### src/rtl/load_store_unit.sv
// Load/store unit between a simple request port and a single-word, combinationally read data memory.
// Handles byte, half and word accesses; sub-word stores are done as a read-modify-write of the containing word.
module load_store_unit #(
  parameter logic [31:0] MEM_TOP   = 32'h3ffc,
  parameter int          MEM_WORDS = 1024
) (
  input  logic        clk,
  input  logic        reset,
  input  logic        ReqValid,
  input  logic        ReqWrite,
  input  logic [1:0]  ReqSize,
  input  logic        ReqSigned,
  input  logic [31:0] Addr,
  input  logic [31:0] DataIn,
  output logic        Busy,
  output logic        Done,
  output logic        Error,
  output logic [31:0] DataOut,
  output logic [31:0] MemAddr,
  output logic        MemWE,
  output logic [31:0] MemDataIn,
  input  logic [31:0] MemDataOut
);

  localparam logic [31:0] ADDR_LO = MEM_TOP - 32'(4 * (MEM_WORDS - 1));
  localparam logic [31:0] ADDR_HI = MEM_TOP + 32'd3;

  typedef enum logic [2:0] {IDLE, LOAD, RMW_READ, WRITE, RESP} state_t;

  state_t      state_q, state_d;
  logic [1:0]  size_q;
  logic        signed_q;
  logic [31:0] addr_q;
  logic [15:0] din_q;
  logic        err_q;
  logic [31:0] data_out_q;
  logic [31:0] mem_wdata_q;

  logic        accept;
  logic        req_err;
  logic [7:0]  lane_b;
  logic [15:0] lane_h;
  logic [31:0] load_ext;
  logic [31:0] merged;

  assign accept  = (state_q == IDLE) && ReqValid;
  assign req_err = (ReqSize == 2'b11)
                 || ((ReqSize == 2'b01) && Addr[0])
                 || ((ReqSize == 2'b10) && (Addr[1:0] != 2'b00))
                 || (Addr < ADDR_LO) || (Addr > ADDR_HI);

  always_comb begin
    state_d = state_q;
    case (state_q)
      IDLE: begin
        if (ReqValid) begin
          if (req_err)                state_d = RESP;
          else if (!ReqWrite)         state_d = LOAD;
          else if (ReqSize == 2'b10)  state_d = WRITE;
          else                        state_d = RMW_READ;
        end
      end
      LOAD:     state_d = RESP;
      RMW_READ: state_d = WRITE;
      WRITE:    state_d = RESP;
      RESP:     state_d = IDLE;
      default:  state_d = IDLE;
    endcase
  end

  // Little-endian lane selection for loads, then sign/zero extension.
  always_comb begin
    case (addr_q[1:0])
      2'd0:    lane_b = MemDataOut[7:0];
      2'd1:    lane_b = MemDataOut[15:8];
      2'd2:    lane_b = MemDataOut[23:16];
      default: lane_b = MemDataOut[31:24];
    endcase
    lane_h = addr_q[1] ? MemDataOut[31:16] : MemDataOut[15:0];
    case (size_q)
      2'b00:   load_ext = {{24{signed_q & lane_b[7]}}, lane_b};
      2'b01:   load_ext = {{16{signed_q & lane_h[15]}}, lane_h};
      default: load_ext = MemDataOut;
    endcase
  end

  always_comb begin
    merged = MemDataOut;
    if (size_q == 2'b00) begin
      case (addr_q[1:0])
        2'd0:    merged[7:0]   = din_q[7:0];
        2'd1:    merged[15:8]  = din_q[7:0];
        2'd2:    merged[23:16] = din_q[7:0];
        default: merged[31:24] = din_q[7:0];
      endcase
    end else if (addr_q[1]) begin
      merged[31:16] = din_q;
    end else begin
      merged[15:0] = din_q;
    end
  end

  always_ff @(posedge clk or posedge reset) begin
    if (reset) begin
      state_q     <= IDLE;
      size_q      <= 2'b00;
      signed_q    <= 1'b0;
      addr_q      <= 32'd0;
      din_q       <= 16'd0;
      err_q       <= 1'b0;
      data_out_q  <= 32'd0;
      mem_wdata_q <= 32'd0;
    end else begin
      state_q <= state_d;
      if (accept) begin
        size_q   <= ReqSize;
        signed_q <= ReqSigned;
        addr_q   <= Addr;
        din_q    <= DataIn[15:0];
        err_q    <= req_err;
        if (!req_err && ReqWrite && (ReqSize == 2'b10))
          mem_wdata_q <= DataIn;
      end
      if (state_q == LOAD)
        data_out_q <= load_ext;
      // The write word is fixed at the end of RMW_READ so WRITE drives a stable value.
      if (state_q == RMW_READ)
        mem_wdata_q <= merged;
    end
  end

  assign Busy      = (state_q != IDLE);
  assign Done      = (state_q == RESP);
  assign Error     = (state_q == RESP) && err_q;
  assign MemWE     = (state_q == WRITE);
  assign MemAddr   = {addr_q[31:2], 2'b00};
  assign MemDataIn = mem_wdata_q;
  assign DataOut   = data_out_q;

endmodule

### config.mk
export PLATFORM = sky130hd
export DESIGN_NAME = load_store_unit
export DESIGN_NICKNAME = d
export VERILOG_FILES = /design/src/rtl/load_store_unit.sv
export SDC_FILE = /design/constraint.sdc
export NUM_CORES = 1
export LEC_CHECK = 0
export CELL_PAD_IN_SITES_DETAIL_PLACEMENT = 0
export CELL_PAD_IN_SITES_GLOBAL_PLACEMENT = 1
export CORE_UTILIZATION = 32
export DETAILED_ROUTE_END_ITERATION = 12
export HOLD_SLACK_MARGIN = 0.1
export PLACE_DENSITY = 0.89
export SLEW_MARGIN = 10
export SYNTH_ARGS = -nofsm -noshare
export SYNTH_HDL_FRONTEND = slang
export SYNTH_SLANG_ARGS = --single-unit
### constraint.sdc
create_clock -name clk -period 4.2 [get_ports clk]
set_clock_uncertainty 0.1 [all_clocks]
set_input_delay 0.84 -clock clk [delete_from_list [all_inputs] [get_ports clk]]
set_output_delay 0.84 -clock clk [all_outputs]
set_load 0.1 [all_outputs]
==> metrics <==
outcome=completed; worst slew pin tran=1090 ps; Crit path required time=3260 ps; top-count cell post-synth=dfrtp_1; total wire length=21400 um; Inst Count DP=1028; Crit path max-delay family=buffers and inverters; Synth area leader=dfrtp_1; DP HPWL=15200 um; Buf/Inv on CP=1; maxcap violations=0; launch point of the worst reg-to-reg path=state_q[1]; Critical Path Source=state_q[2]; crit path DAT=2380 ps; die width=145 um; clk sinks=119; reg2reg path depth=5; Area after DPL=8450 sq um; Mapped Cells=645; hold path depth=2; via count=5815; Relative slew margins=27.0%; Num CTS Buffers=17; Core Util, Final=45.8%; dpl ws=916 ps; Final min period=3320 ps; Via density=5.49; GP Congestion=roughly 0.85; register bit total from synthesis=119; RSZ-0062 raised after global routing=no; f_max=301 MHz; initial antenna violation count=0; sequential share of the synthesized area=45.8%; initial DRC count=around 500; Crit Path Category=reg -> out; Resized cells post-CTS=0; DRC=0; Power Dens Cells=406 nW/um^2; core area=19700 sq um; EDFF count, synth=0; slowest cell delay on critical path=1160 ps; cell area after layout=between 9000 and 10000 sq um; Power Total=between 3 and 4 mW; Worst R2R Setup Slack=1510 ps; Pre-antenna DRT Iters=5; list of most frequent post-synthesis cells=dfrtp_1 (119), mux2_2 (63), nand2_1 (61); chip height=around 140 um; ANT cells=0; CP Max Fanout=9; final clock period utilization by the worst path=79.1%; startpoint types=flop; Hold Buf Count CTS=0; Setup TNS=0 ps; final max-slew violation count=0; CTS tree=built; nets=885; Die Footprint=20900 sq um; synth top area cells=dfrtp_1 (46%), mux2_2 (11%), buf_4 (3.7%), nand2_1 (3.5%), o21ai_0 (2.8%); first-pass GRT wire length=32200 um; Rows=51; Setup crit end kind=primary output; Hold EP=DataOut[15]; Avg Inst Size Synth=10.1 sq um; Post-CTS Setup Bufs=0; total leakage power=3.55 nW; Setup-failing EPs final=0; final setup margin=877 ps; final hold violations=0; critical path's slowest cell=clkdlybuf4s50_1; WHS=about 380 ps; IO Pins=203; CTS clk-pin slew, worst paths=approximately 60 ps; Clock Path Buffers=2; Netlist Area Pre-Place=between 6000 and 7000 sq um; area share of the largest cell type after synthesis=45.8%; CP cell instances=nor3b_2 > clkdlybuf4s50_1; primary flip-flop cell chosen by synthesis mapping=dfrtp_1; WL/cell=20.2 um; Area growth, synth to finish=38.6%; Worst VDD drop=0.299 mV; FFs w/ async S/R, synth=100%; Worst R2R End=MemDataIn[4]; Final Non-Filler Cells=1060; Root Driver=clkbuf_16; Worst Hold Class=reg -> reg; share of layout cells above drive strength 1=14.8%; Starting Density=33.1%; hold path start=DataOut[15]; filler cell count=between 1500 and 2000; GRT Total Usage=20.8%; grt total ovfl=0; vias in the first global route=5610; largest net degree at the start of global routing=69; IO Port Bufs=200; Ys Warns=0; clk_lat worst skew=around 430 ps; H-tree depth=4; Synth cell types=47; antenna-violating nets left=0
## worst register-to-register path, cell delays in order, from the launching register on
cell and delay [ps]:
dfrtp_1 510, or3b_2 980, buf_4 430, nand2_1 80, or4_1 410, o211ai_1 100
## worst max path at each step
stage / end / slack (ps) / cells past startpoint
global route: Done / 820 / 2
global placement: MemDataIn[0] / 970 / 6
floorplan: DataOut[0] / 100 / 1
CTS: Done / 870 / 2
detailed placement: MemDataIn[0] / 920 / 6
finish: Done / 880 / 2
## final cells by class
| cell class | instances | area (sq um) | share of cell area [%] |
|---|---|---|---|
| multi-input cells | 423 | 3010 | 33.4 |
| flip-flops and latches | 119 | 2980 | 33.1 |
| repair buffers | 215 | 2110 | 23.4 |
| clock buffers | 23 | 478 | 5.31 |
| well taps | 265 | 332 | 3.68 |
| clock inverters | 9 | 75.1 | 0.834 |
| inverters | 6 | 25.0 | 0.278 |
## power breakdown
part / switching, mW / leakage (nW) / internal (mW)
logic: 0.631 / 1.88 / 0.323
registers: 0.0847 / 1.39 / 1.23
clock network: 0.541 / 0.272 / 0.852
## layout by cell type (no fill, tap or decap), drive strengths merged, types with 18 or more instances in the layout
master         count
clkdlybuf4s50    198
dfrtp            119
clkbuf            23
nand3             34
mux2              63
nand2             61
o21ai             38
a31oi             18
## layer usage
layer  vias up  track usage (%)  part of all wire, %
met4         0             7.31                  2.3
met2       281             30.7                   45
met1      2828             28.2                   43
met3        37             7.19                  9.4
li1       2669                -                    -
met5         -                0                    0
## registers in the layout, indices dropped and copies added (netlist names)
register	flops
DataOut	32
MemDataIn	32
addr_q	32
din_q	16
state_q	3
size_q	2
err_q	1
signed_q	1
## cell families (layout without fill, tap and decap cells)
kind of cell    Yosys count  in the layout  share of synthesized area, %
simple gates            186            186                          15.6
compound gates          155            155                          16.6
flops                   119            119                          45.8
buf+inv                 104            253                          8.16
mux                      80             80                          13.7
other cells               1              2                        0.0577
Note: power is estimated with default switching activity, not from simulation.
